## config.mk

```make
export PLATFORM = sky130hd
export DESIGN_NAME = uart_tx_ctrl
export DESIGN_NICKNAME = d
export VERILOG_FILES = /design/src/rtl/uart_pkg.sv /design/src/rtl/uart_baud_gen.sv /design/src/rtl/uart_tx_ctrl.sv
export SDC_FILE = /design/constraint.sdc
export NUM_CORES = 1
export LEC_CHECK = 0
export BUFFER_PORTS_ARGS = -buffer_cell sky130_fd_sc_hd__buf_2
export CORE_MARGIN = 3
export CORE_UTILIZATION = 51
export DETAILED_ROUTE_END_ITERATION = 10
export GPL_TIMING_DRIVEN = 0
export PLACE_DENSITY_LB_ADDON = 0.08
export REMOVE_ABC_BUFFERS = 1
export SETUP_SLACK_MARGIN = 0.1
export SYNTH_ARGS = -nofsm -noshare
export SYNTH_HDL_FRONTEND = slang
export SYNTH_HIERARCHICAL = 1
export SYNTH_SLANG_ARGS = --single-unit
```

## constraint.sdc

```tcl
create_clock -name clk -period 3.93 [get_ports clk]
set_input_delay 0.9825 -clock clk [delete_from_list [all_inputs] [get_ports clk]]
set_output_delay 0.9825 -clock clk [all_outputs]
set_load 0.05 [all_outputs]
```

## src/rtl/uart_pkg.sv

```systemverilog
`default_nettype none
// ============================================================================
// Module      : uart_pkg
// Description : Shared definitions for the UART TX/RX controllers: FSM state
//               encodings, serial-line idle level and a counter-width helper.
// Contents    : uart_state_t    - IDLE/START/DATA/PARITY/STOP encodings
//               UART_IDLE_LEVEL - level of the serial line between frames
//               uart_cnt_width  - $clog2-based width, never less than 1
// Revision    : 1.0 - initial release
// ============================================================================
package uart_pkg;

  typedef enum logic [2:0] {
    ST_IDLE   = 3'd0,
    ST_START  = 3'd1,
    ST_DATA   = 3'd2,
    ST_PARITY = 3'd3,
    ST_STOP   = 3'd4
  } uart_state_t;

  localparam logic UART_IDLE_LEVEL = 1'b1;

  // Width of a counter that must hold 0..n-1. A one-value counter still
  // needs a one-bit register so that port and compare widths stay legal.
  function automatic int uart_cnt_width(input int n);
    return (n <= 2) ? 1 : $clog2(n);
  endfunction

endpackage
`default_nettype wire

```

## src/rtl/uart_baud_gen.sv

```systemverilog
`default_nettype none
// ============================================================================
// Module      : uart_baud_gen
// Description : Bit-period timer. Counts 0..CLKS_PER_BIT-1 while run is high
//               and flags the last cycle of every bit period. Shared by the
//               UART TX and RX controllers.
// Ports       : clk     in  system clock
//               reset   in  synchronous active-high reset
//               run     in  count enable (controller is inside a frame)
//               clear   in  restart the bit period (frame accepted)
//               bit_end out high on the last clock of the current bit
// Revision    : 1.0 - initial release
// ============================================================================
module uart_baud_gen
  import uart_pkg::*;
#(
  parameter int CLKS_PER_BIT = 16
) (
  input  logic clk,
  input  logic reset,
  input  logic run,
  input  logic clear,
  output logic bit_end
);

  localparam int CNT_W = uart_cnt_width(CLKS_PER_BIT);
  localparam logic [CNT_W-1:0] LAST_CNT = CNT_W'(CLKS_PER_BIT - 1);

  logic [CNT_W-1:0] baud_cnt;

  // Gated with run so a single-cycle bit period does not flag in IDLE.
  assign bit_end = run && (baud_cnt == LAST_CNT);

  always_ff @(posedge clk) begin
    if (reset || clear) begin
      baud_cnt <= '0;
    end else if (run) begin
      baud_cnt <= bit_end ? '0 : baud_cnt + CNT_W'(1);
    end
  end

endmodule
`default_nettype wire

```

## src/rtl/uart_tx_ctrl.sv

```systemverilog
`default_nettype none
// ============================================================================
// Module      : uart_tx_ctrl
// Description : UART transmit sequencer. Accepts a byte on a valid/ready
//               handshake, drives the external tx_piso shift register and
//               frames the serial line: start bit, DATA_BITS data bits LSB
//               first, optional even-parity bit, stop bit.
// Config      : define UART_TX_PARITY_EN to insert the even-parity bit.
// Ports       : clk        in  system clock
//               reset      in  synchronous active-high reset
//               tx_valid   in  host presents a byte
//               tx_data    in  byte to send, sampled on accept
//               tx_ready   out high only while idle
//               piso_load  out load strobe to tx_piso (equals accept)
//               piso_data  out parallel data to tx_piso (tx_data)
//               piso_shift out one-cycle pulse at the end of each data bit
//               piso_out   in  current data bit from tx_piso
//               tx         out serial line, idles high
//               busy       out high whenever a frame is in progress
//               tx_done    out one-cycle pulse in the first idle cycle
// Revision    : 1.0 - initial release
// ============================================================================
module uart_tx_ctrl
  import uart_pkg::*;
#(
  parameter int CLKS_PER_BIT = 16,
  parameter int DATA_BITS    = 8
) (
  input  logic                 clk,
  input  logic                 reset,
  input  logic                 tx_valid,
  input  logic [DATA_BITS-1:0] tx_data,
  output logic                 tx_ready,
  output logic                 piso_load,
  output logic [DATA_BITS-1:0] piso_data,
  output logic                 piso_shift,
  input  logic                 piso_out,
  output logic                 tx,
  output logic                 busy,
  output logic                 tx_done
);

  localparam int BIT_CNT_W = uart_cnt_width(DATA_BITS);
  localparam logic [BIT_CNT_W-1:0] LAST_BIT = BIT_CNT_W'(DATA_BITS - 1);

  uart_state_t          state;
  logic [BIT_CNT_W-1:0] bit_cnt;
  logic                 accept;
  logic                 bit_end;
`ifdef UART_TX_PARITY_EN
  logic                 par_reg;
`endif

  // Reset masks the handshake so no load strobe escapes during reset.
  assign accept     = tx_valid && tx_ready && !reset;
  assign piso_load  = accept;
  assign piso_data  = tx_data;
  // The shift at the end of the last data bit is harmless: tx_piso is
  // reloaded before its contents are used again.
  assign piso_shift = (state == ST_DATA) && bit_end;

  uart_baud_gen #(
    .CLKS_PER_BIT(CLKS_PER_BIT)
  ) u_baud_gen (
    .clk    (clk),
    .reset  (reset),
    .run    (busy),
    .clear  (accept),
    .bit_end(bit_end)
  );

  always_ff @(posedge clk) begin
    if (reset) begin
      state    <= ST_IDLE;
      bit_cnt  <= '0;
      tx_ready <= 1'b1;
      busy     <= 1'b0;
      tx_done  <= 1'b0;
`ifdef UART_TX_PARITY_EN
      par_reg  <= 1'b0;
`endif
    end else begin
      tx_done <= 1'b0;
      case (state)
        ST_IDLE: begin
          if (accept) begin
            state    <= ST_START;
            bit_cnt  <= '0;
            tx_ready <= 1'b0;
            busy     <= 1'b1;
`ifdef UART_TX_PARITY_EN
            par_reg  <= ^tx_data;
`endif
          end
        end
        ST_START: begin
          if (bit_end) state <= ST_DATA;
        end
        ST_DATA: begin
          if (bit_end) begin
            if (bit_cnt == LAST_BIT) begin
              bit_cnt <= '0;
`ifdef UART_TX_PARITY_EN
              state   <= ST_PARITY;
`else
              state   <= ST_STOP;
`endif
            end else begin
              bit_cnt <= bit_cnt + BIT_CNT_W'(1);
            end
          end
        end
        ST_PARITY: begin
          if (bit_end) state <= ST_STOP;
        end
        ST_STOP: begin
          if (bit_end) begin
            state    <= ST_IDLE;
            tx_ready <= 1'b1;
            busy     <= 1'b0;
            tx_done  <= 1'b1;
          end
        end
        default: begin
          state    <= ST_IDLE;
          tx_ready <= 1'b1;
          busy     <= 1'b0;
        end
      endcase
    end
  end

  // Decoded only from registers (state, par_reg, tx_piso output) so the
  // line cannot glitch on handshake activity.
  always_comb begin
    tx = UART_IDLE_LEVEL;
    case (state)
      ST_START:  tx = 1'b0;
      ST_DATA:   tx = piso_out;
`ifdef UART_TX_PARITY_EN
      ST_PARITY: tx = par_reg;
`endif
      default:   tx = UART_IDLE_LEVEL;
    endcase
  end

endmodule
`default_nettype wire
```

## Word-level counts from Yosys, hierarchy flattened

Cells that the tools add are included.

| word-level totals | value |
|---|---|
| register bits after elaboration | 13 |
| input port bits | 12 |

| operators by class | value |
|---|---|
| $add $sub $neg | 2 |
| equality and inequality tests | 12 |
| mux-type cells | 20 |
| bitwise gates (word level) | 2 |
| reductions and logical operators | 13 |

Operator list:

| operator | number |
|---|---|
| two-way mux 3 bit | 9 |
| case mux 3 bit (5 select lines) | 1 |
| != test 2 bit, second input constant | 4 |
| == test 3 x 2 -> 1 bit, second input constant | 2 |
| == test 3 bit, second input constant | 2 |
| case mux 1 bit (3 select lines) | 2 |
| case mux 3 bit (2 select lines) | 1 |
| AND reduction 3 bit | 2 |
| AND reduction 6 bit | 1 |
| two-way mux 1 bit | 5 |
| adder 4 x 1 -> 4 bit, second input constant | 1 |
| == test 4 bit, second input constant | 1 |
| logical AND 1 bit | 4 |
| two-way mux 4 bit | 1 |
| != test 2 x 1 -> 1 bit, second input constant | 2 |
| adder 3 x 1 -> 3 bit, second input constant | 1 |
| == test 3 x 1 -> 1 bit, second input constant | 1 |
| zero test 3 bit | 1 |
| OR reduction 3 bit | 1 |
| NOT 1 bit | 2 |
| case mux 1 bit (2 select lines) | 1 |
| nonzero test 2 bit | 1 |
| OR reduction 2 bit | 1 |
| zero test 1 bit | 1 |
| logical OR 1 bit | 1 |

## Logic depth before layout (Yosys ltp)

Gate-level depths: netlist (run 1).

| logic depth | value |
|---|---|
| word-level depth | 4 |
| depth in mapped cells | 6 |
| depth with buffers taken out | 5 |

## Cells and area by module

The synthesis (run 1) kept the hierarchy.

By module, submodules not included:

| module | times used | cells an instance | area an instance (µm²) | sequential area each (µm²) |
|---|---|---|---|---|
| uart_tx_ctrl | 1 | 65 | 561.8 | 180.2 |
| uart_baud_gen | 1 | 20 | 196.4 | 80.1 |

## Least setup slack after synthesis (run 1)

Ideal clock, no wire load.

| timing | value |
|---|---|
| path type | in2out |
| start | input port piso_out |
| end | output port tx |
| arrival time | 2.117 ns |
| slack | 0.830 ns |
| cell stages on the path | 2 |
| buffers on the path | 0 |
| path through | nor3b_1 -> o21ai_0 |

| on the way | value |
|---|---|
| word-level cells in the longest chain between the ends | 1 |

RTL lines:

| what | line | RTL |
|---|---|---|
| start: declaration | uart_tx_ctrl.sv:37 | `input logic piso_out,` |
| case mux 1 bit (2 select lines) | uart_tx_ctrl.sv:137 | `case (state)` |
| end: declaration | uart_tx_ctrl.sv:38 | `output logic tx,` |

No other way between the ends.

## Worst setup path after layout (run 1)

| timing | value |
|---|---|
| start | input port reset |
| end | output port piso_load |

| on the way | value |
|---|---|
| word-level cells in the longest chain between the ends | 2 |

RTL lines:

| what | line | RTL |
|---|---|---|
| start: declaration | uart_tx_ctrl.sv:30 | `input logic reset,` |
| zero test 1 bit | uart_tx_ctrl.sv:55 | `assign accept = tx_valid && tx_ready && !reset;` |
| logical AND 1 bit | uart_tx_ctrl.sv:55 |  |
| end: declaration | uart_tx_ctrl.sv:34 | `output logic piso_load,` |

No other way between the ends.

==> flow_summary.yaml, run 1 <==
critical_path:
  slowest_stage: "nor2_1"
  timing.rr.start: "u_baud_gen/baud_cnt[0]"
  cp.required_ns: 2.95
  slowest_delay_ns: 0.36
  path_cells: "buf_2 > nor2_1 > buf_2"
  path_class: "input port to output pin"
  arrival_ns: 1.88
  crit_start: "reset"
  cp_max_fo: 16
  crit_path_end_kind: "output pin"
  timing.critical_path.mode_cell: "buf_2"
  cp-start-kind: "input port"
die:
  die_y_um: 44.6
  core_um2: 1350
  start_util_pct: 56.2
  pin_count: 26
  die-area_um2: 1990
  fp-row-count: 13
  die_x_um: 44.6
routing:
  vias: 601
  drt-total-wl_um: 1420
  first_pass_iters: 4
  drt-wirelength-per-cell_um: 14.2
  viasPerCell: 6.01
  drc: 0
  drt_iter0_markers: 22
  ant_nets: 0
grt:
  grt_usage_pct: 16.2
  grt_pass1_vias: 531
  grt_max_degree: 17
  antenna_found_initial: 0
  overflow: 0
  grt_pass1_wl_um: 2300
placement:
  io_buffers: 9
  place_congestion: 0.744
  dp_hpwl_um: 981
synthesis:
  netlist.area_leader.share_pct: 34.3
  synth_top_cell_by_area: "dfxtp_1"
  synth_area_leaders: "dfxtp_1 (34%), buf_4 (7.9%), ha_1 (5.0%)"
  seq_area_frac_synth_pct: 34.3
  yosysWarnings: 6
  synthCells: 85
  syn_area_per_cell_um2: 8.92
  synth_cell_types: 32
  synth_area_um2: 758
  synth-seq-cells: 13
finish:
  finalNetCount: 101
  final_common_cell: "dfxtp_1"
  antenna_cells: 0
  layout_common_cells: "dfxtp_1 (13), buf_2 (9), a21oi_1 (6)"
  drive_gt1_share_pct: 22.4
  fin_util_pct: 55.8
  syn_to_final_growth_pct: -0.660
clock_tree:
  cts_buffers: 3
  htreeDepth: 1
  clk-insertion-delay-late_ns: 0.28
  clk_pin_slew_ns: 0.08
  cts_tree: "built"
  post_cts_resized: 0
  hold_buffers: 0
  cts_setup_buffers: 0
  cts_root_buf: "clkbuf_4"
  cts_sinks: 13
  clk_path_buf_depth: 2
sta:
  timing.slew.headroom_pct: 74.0
  hold_violations: 0
  period_needed_ns: 2.86
  worst_slew_pin_slew_ns: 0.388
  finalSetupTns_ns: 0
  rsz0062_at_grt: "false"
  whs_ns: 0.483
  maxSlewViolCount: 0
  setup_violations: 0
  clock_skew_ns: 0.00615
  post-route-period-util_pct: 72.7
  max_freq_mhz: 350
pwr:
  leakage_nw: 0.290
  powerDensity_nw_per_um2: 363
  vdd.ir_drop.worst_mv: 0.226
status:
  outcome: "finished, final reports clean"
min_path:
  min_path_type: "flop to flop"
  min_from: "bit_cnt[1]"
job:
  maxCapViolations: 0
[state kept, by name (all words and copies together), names as in the netlist]
| name | count |
|---|---|
| bit_cnt | 3 |
| tx_done | 1 |
| state | 3 |
| tx_ready | 1 |
| busy | 1 |
| u_baud_gen/baud_cnt | 4 |
[Yosys cell counts]
library cell   n
a211oi_1       1
a21oi_1        6
a21oi_2        1
a22oi_1        1
a41oi_1        1
and4_2         1
and4bb_2       2
buf_2          2
buf_4          8
buf_6          2
clkbuf_1       1
dfxtp_1       13
ha_1           3
inv_1          1
inv_2          1
mux2i_1        3
nand2_1        4
nand2b_1       3
nand3_1        3
nand3b_1       3
nor2_1         4
nor2b_1        2
nor3_1         5
nor3b_1        2
nor4_1         2
nor4_2         1
o21ai_0        3
o21bai_1       1
o2bb2ai_1      1
or3b_1         2
or4_1          1
xor2_1         1
[power by group]
part,internal (W),switching [W],total [W]
clock network,0.0000378,0.0000457,0.0000836
registers,0.000137,0.00000965,0.000146
logic,0.0000152,0.0000282,0.0000434
total,0.000190,0.0000836,0.000273
[layer usage]
metal  vias up  share of wire (%)  track usage, %
li1        298                  -               -
met1       267                 44            18.8
met2        31                 45            22.6
met3         5                9.2            9.76
met4         0                2.2            9.04
met5         -                  0               0
[cell families after synthesis]
family / count (synthesis) / share of synthesized area, %
simple gates: 35 / 29.5
compound gates: 15 / 12.4
buf+inv: 15 / 13.7
flops: 13 / 34.3
mux: 3 / 3.96
fa+ha+maj: 3 / 4.95
xor+xnor: 1 / 1.16
[path summary, 6_finish.rpt]
kind	end	slack, ns	cells past startpoint
setup / recovery	piso_load	1.07	3
hold / removal	bit_cnt[1]	0.48	2
setup reg to reg	state[2]	2.22	5
hold reg to reg	bit_cnt[1]	0.48	2
[through the flow]
step | std cells | worst slack, ns | total power (W) | cell area [um^2]
floorplan | 72 | 0.821 | 0.000181 | 662
global placement | 96 | 1.09 | 0.000192 | 726
detailed placement | 96 | 1.05 | 0.000193 | 726
CTS | 100 | 1.02 | 0.000278 | 753
global route | 100 | 1.02 | 0.000289 | 753
finish | 100 | 1.07 | 0.000273 | 753
[area by class of cell]
class | count | area (um^2)
fillers | 123 | 597
multi-input cells | 57 | 394
flip-flops and latches | 13 | 260
repair buffers | 9 | 45.0
clock buffers | 3 | 22.5
well taps | 15 | 18.8
inverters | 2 | 7.51
clock inverters | 1 | 5.00
[critical path: cells and delay by family]
family	cells	cell delay [ns]
buffers and inverters	2	0.53
AND/OR/NAND/NOR	1	0.36
(Power assumes the default switching activity.)
==> run 2: changes to the inputs <==
CORE_UTILIZATION = 48   (was 51)
clock period = 2.85 ns   (was 3.93 ns; I/O delays follow)
==> flow_summary.yaml, run 2 (synthesis results as in run 1) <==
critical_path:
  path_class: "flop to output pin"
  slowest_delay_ns: 0.41
  arrival_ns: 1.83
  cp-start-kind: "flop"
  path_cells: "ha_1 > and4_2 > and4bb_2 > buf_2"
  cp_max_fo: 9
  cp.required_ns: 2.14
  crit_path_end_kind: "output pin"
  slowest_stage: "dfxtp_1"
pwr:
  leakage_nw: 0.288
  vdd.ir_drop.worst_mv: 0.376
  powerDensity_nw_per_um2: 499
die:
  core_um2: 1380
  fp-row-count: 13
  die-area_um2: 2090
  pin_count: 26
  die_x_um: 45.7
  die_y_um: 45.7
  start_util_pct: 54.8
grt:
  grt_pass1_vias: 528
  grt_max_degree: 17
  antenna_found_initial: 0
  gr-usage-met1_pct: 20.9
  grt_usage_pct: 16.0
  use_met3_pct: 12.3
  grt-busiest-layer: "met1"
  met2_usage_pct: 20.1
  overflow: 0
  grt_pass1_wl_um: 2370
finish:
  drive_gt1_share_pct: 21.2
  design_area_um2: 752
  layout_common_cells: "dfxtp_1 (13), buf_2 (9), a21oi_1 (6)"
  finalNetCount: 101
  final_common_cell: "dfxtp_1"
  fin_util_pct: 54.4
  syn_to_final_growth_pct: -0.825
  largest_registers: "u_baud_gen/baud_cnt x4, bit_cnt x3, state x3"
  antenna_cells: 0
  largest-register: "u_baud_gen/baud_cnt"
  largest_reg_flops: 4
sta:
  maxSlewViolCount: 0
  max_freq_mhz: 394
  period_needed_ns: 2.54
  post-route-period-util_pct: 89.2
  setup_violations: 0
  rsz0062_at_grt: "false"
  whs_ns: 0.488
  hold_violations: 0
  worst_slew_pin_slew_ns: 0.378
  finalSetupTns_ns: 0
  timing.slew.headroom_pct: 74.8
  clock_skew_ns: 0.00142
routing:
  drc: 0
  drt_iter0_markers: 12
  drt-wirelength-per-cell_um: 14.2
  vias: 585
  first_pass_iters: 4
  ant_nets: 0
  drt-total-wl_um: 1420
  viasPerCell: 5.85
placement:
  place_congestion: 0.741
  io_buffers: 9
  dpl-instance-area_um2: 726
min_path:
  min_path_type: "flop to flop"
status:
  outcome: "finished, final reports clean"
clock_tree:
  htreeDepth: 1
  hold_buffers: 0
  clk-insertion-delay-late_ns: 0.27
  cts_root_buf: "clkbuf_4"
  cts_sinks: 13
  clk_path_buf_depth: 2
  cts_setup_buffers: 0
  cts_buffers: 3
  cts_tree: "built"
  post_cts_resized: 0
  clk_pin_slew_ns: 0.08
job:
  maxCapViolations: 0
[run 2: cell types whose count changed in the layout (fill, tap and decap cells not counted)]
cell      change
clkbuf_1      +1
clkinv_2      -1
[run 2: routing by layer]
metal  routed length, um  part of all wire, %  vias up
met5                   0                    0        -
met2                 583                   41       27
met1                 690                   49      254
li1                    -                    -      300
met4                  17                  1.2        0
met3                 130                  9.1        4
[run 2: final timing paths]
path	from	to	slack (ns)	cells after the start
worst max register to register	u_baud_gen/baud_cnt[0]	state[2]	1.16	5
worst max-delay path	u_baud_gen/baud_cnt[0]	piso_shift	0.31	4
worst min register to register	bit_cnt[1]	bit_cnt[1]	0.49	2
worst min-delay path	bit_cnt[1]	bit_cnt[1]	0.49	2
[run 2: area by class of cell]
type                            count  area, um^2
Clock buffer                        4        26.3
Fill cell                         133         631
Inverter                            2        7.51
Multi-Input combinational cell     57         394
Sequential cell                    13         260
Tap cell                           15        18.8
Timing Repair Buffer                9        45.0
[run 2: critical path: cells and delay by family (launching register included)]
kind	cells	cell delay (ns)
buffers and inverters	1	0.27
adder cells (fa/ha/maj)	1	0.25
AND/OR/NAND/NOR	2	0.63
flip-flops	1	0.41
[run 2: where the power goes]
| part | internal, W | leakage [nW] | switching [W] |
|---|---|---|---|
| logic | 0.0000209 | 0.167 | 0.0000386 |
| registers | 0.000189 | 0.106 | 0.0000135 |
| clock network | 0.0000542 | 0.0150 | 0.0000591 |
[run 2: metrics by stage]
step	std cells	power, W	setup slack [ns]
after floorplan	72	0.000249	0.281
after global placement	96	0.000265	0.543
after detailed placement	96	0.000266	0.534
after CTS	100	0.000381	0.319
after global routing	100	0.000399	0.217
final	100	0.000375	0.309
==> run 3: changes to the inputs <==
--- a/config.mk
+++ b/config.mk
@@ -12,3 +12,3 @@
 export GPL_TIMING_DRIVEN = 0
-export PLACE_DENSITY_LB_ADDON = 0.08
+export PLACE_DENSITY = 0.78
 export REMOVE_ABC_BUFFERS = 1
==> constraint.sdc (replaced) <==
create_clock -name clk -period 2.85 [get_ports clk]
set_input_delay 0.4275 -clock clk [delete_from_list [all_inputs] [get_ports clk]]
set_output_delay 0.4275 -clock clk [all_outputs]
set_load 0.05 [all_outputs]
==> flow_summary.yaml, run 3 (synthesis results as in run 1) <==
sta:
  hold_violations: 0
  clock_skew_ns: 0.00375
  max_freq_mhz: 447
  worst_slew_pin_slew_ns: 0.368
  finalSetupTns_ns: 0
  period_needed_ns: 2.24
  timing.slew.headroom_pct: 75.4
  rsz0062_at_grt: "false"
  post-route-period-util_pct: 78.5
  setup_violations: 0
  setup_ws_ns: 0.614
  maxSlewViolCount: 0
critical_path:
  crit_path_end_kind: "output pin"
  cp.required_ns: 2.42
  path_delay_family: "simple AND/OR/NAND/NOR gates"
  critPathBufInv: 1
  path_cells: "ha_1 > and4_2 > and4bb_2 > buf_2"
  cp_max_fo: 9
  cp-start-kind: "flop"
  timing.rr.start: "u_baud_gen/baud_cnt[0]"
  arrival_ns: 1.81
  slowest_delay_ns: 0.42
  path_depth: 4
  slowest_stage: "dfxtp_1"
  path_class: "flop to output pin"
  r2r_setup_slack_ns: 1.17
  r2r_end: "state[2]"
  rr_worst_depth: 5
clock_tree:
  cts_setup_buffers: 0
  clk_path_buf_depth: 2
  htreeDepth: 1
  cts_sinks: 13
  clk_pin_slew_ns: 0.08
  cts_tree: "built"
  clk-insertion-delay-late_ns: 0.27
  cts_buffers: 3
  cts_root_buf: "clkbuf_4"
  post_cts_resized: 0
  hold_buffers: 0
finish:
  instances_no_fill: 100
  finalNetCount: 101
  drive_gt1_share_pct: 21.2
  design_area_um2: 752
  largest_registers: "u_baud_gen/baud_cnt x4, bit_cnt x3, state x3"
  layout_common_cells: "dfxtp_1 (13), buf_2 (9), a21oi_1 (6)"
  largest_reg_flops: 4
  syn_to_final_growth_pct: -0.825
  final_common_cell: "dfxtp_1"
  antenna_cells: 0
  largest-register: "u_baud_gen/baud_cnt"
  fin_util_pct: 54.4
die:
  start_util_pct: 54.8
  core_um2: 1380
  die-area_um2: 2090
  pin_count: 26
  die_x_um: 45.7
  die_y_um: 45.7
  fp-row-count: 13
grt:
  grt_pass1_vias: 522
  overflow: 0
  grt_pass1_wl_um: 2250
  grt_usage_pct: 15.0
  grt_max_degree: 17
  antenna_found_initial: 0
job:
  maxCapViolations: 0
min_path:
  min_path_type: "flop to flop"
  min_from: "bit_cnt[1]"
  hold_end: "bit_cnt[1]"
  hold_depth: 2
routing:
  drt_iter0_markers: 4
  ant_nets: 0
  drt-wirelength-per-cell_um: 13.4
  vias: 578
  drt-total-wl_um: 1340
  viasPerCell: 5.78
  drc: 0
  first_pass_iters: 4
placement:
  place_congestion: 0.813
  dp_slack_ns: 0.923
  dp_hpwl_um: 935
  dpl-instance-area_um2: 726
  dp_cells: 96
  io_buffers: 9
status:
  outcome: "finished, final reports clean"
pwr:
  powerDensity_nw_per_um2: 497
  vdd.ir_drop.worst_mv: 0.365
  leakage_nw: 0.288
==> run 3: report_power, final <==
part,internal [W],leakage [nW],total [W],switching [W]
logic,0.0000209,0.167,0.0000595,0.0000386
registers,0.000189,0.106,0.000202,0.0000131
clock network,0.0000542,0.0150,0.000112,0.0000580
total,0.000264,0.288,0.000374,0.000110
==> run 3: worst register-to-register path, cell delays in order (launching register included) <==
cell and delay, ns:
dfxtp_1 0.42, ha_1 0.24, and4_2 0.34, o21ai_0 0.14, or3b_1 0.37, a21oi_1 0.11
==> run 3: stage by stage <==
step	hold slack, ns	total power (W)
2_1_floorplan	0.455	0.000249
3_3_place_gp	0.469	0.000264
3_5_place_dp	0.477	0.000266
4_1_cts	0.504	0.000381
5_1_grt	0.525	0.000398
6_report	0.492	0.000374
==> run 3: how the worst max path moves through the flow <==
stage,start,to,slack (ns)
after CTS,u_baud_gen/baud_cnt[0],piso_shift,0.61
after detailed placement,u_baud_gen/baud_cnt[0],piso_shift,0.92
after floorplan,state[0],tx,0.78
final,u_baud_gen/baud_cnt[0],piso_shift,0.61
after global placement,u_baud_gen/baud_cnt[0],piso_shift,0.94
after global routing,u_baud_gen/baud_cnt[0],piso_shift,0.51
==> run 3: area by class of cell <==
type	instances	area, um^2
Fill cell	129	631
Sequential cell	13	260
Timing Repair Buffer	9	45.0
Clock buffer	4	26.3
Inverter	2	7.51
Tap cell	15	18.8
Multi-Input combinational cell	57	394
==> run 3: per-layer routing <==
metal	share of wire (%)	GRT usage (%)	wire, um
met3	9.2	10.7	124
met1	46	17.8	612
met5	0	0	0
met4	0.82	5.11	11
met2	44	21.2	593
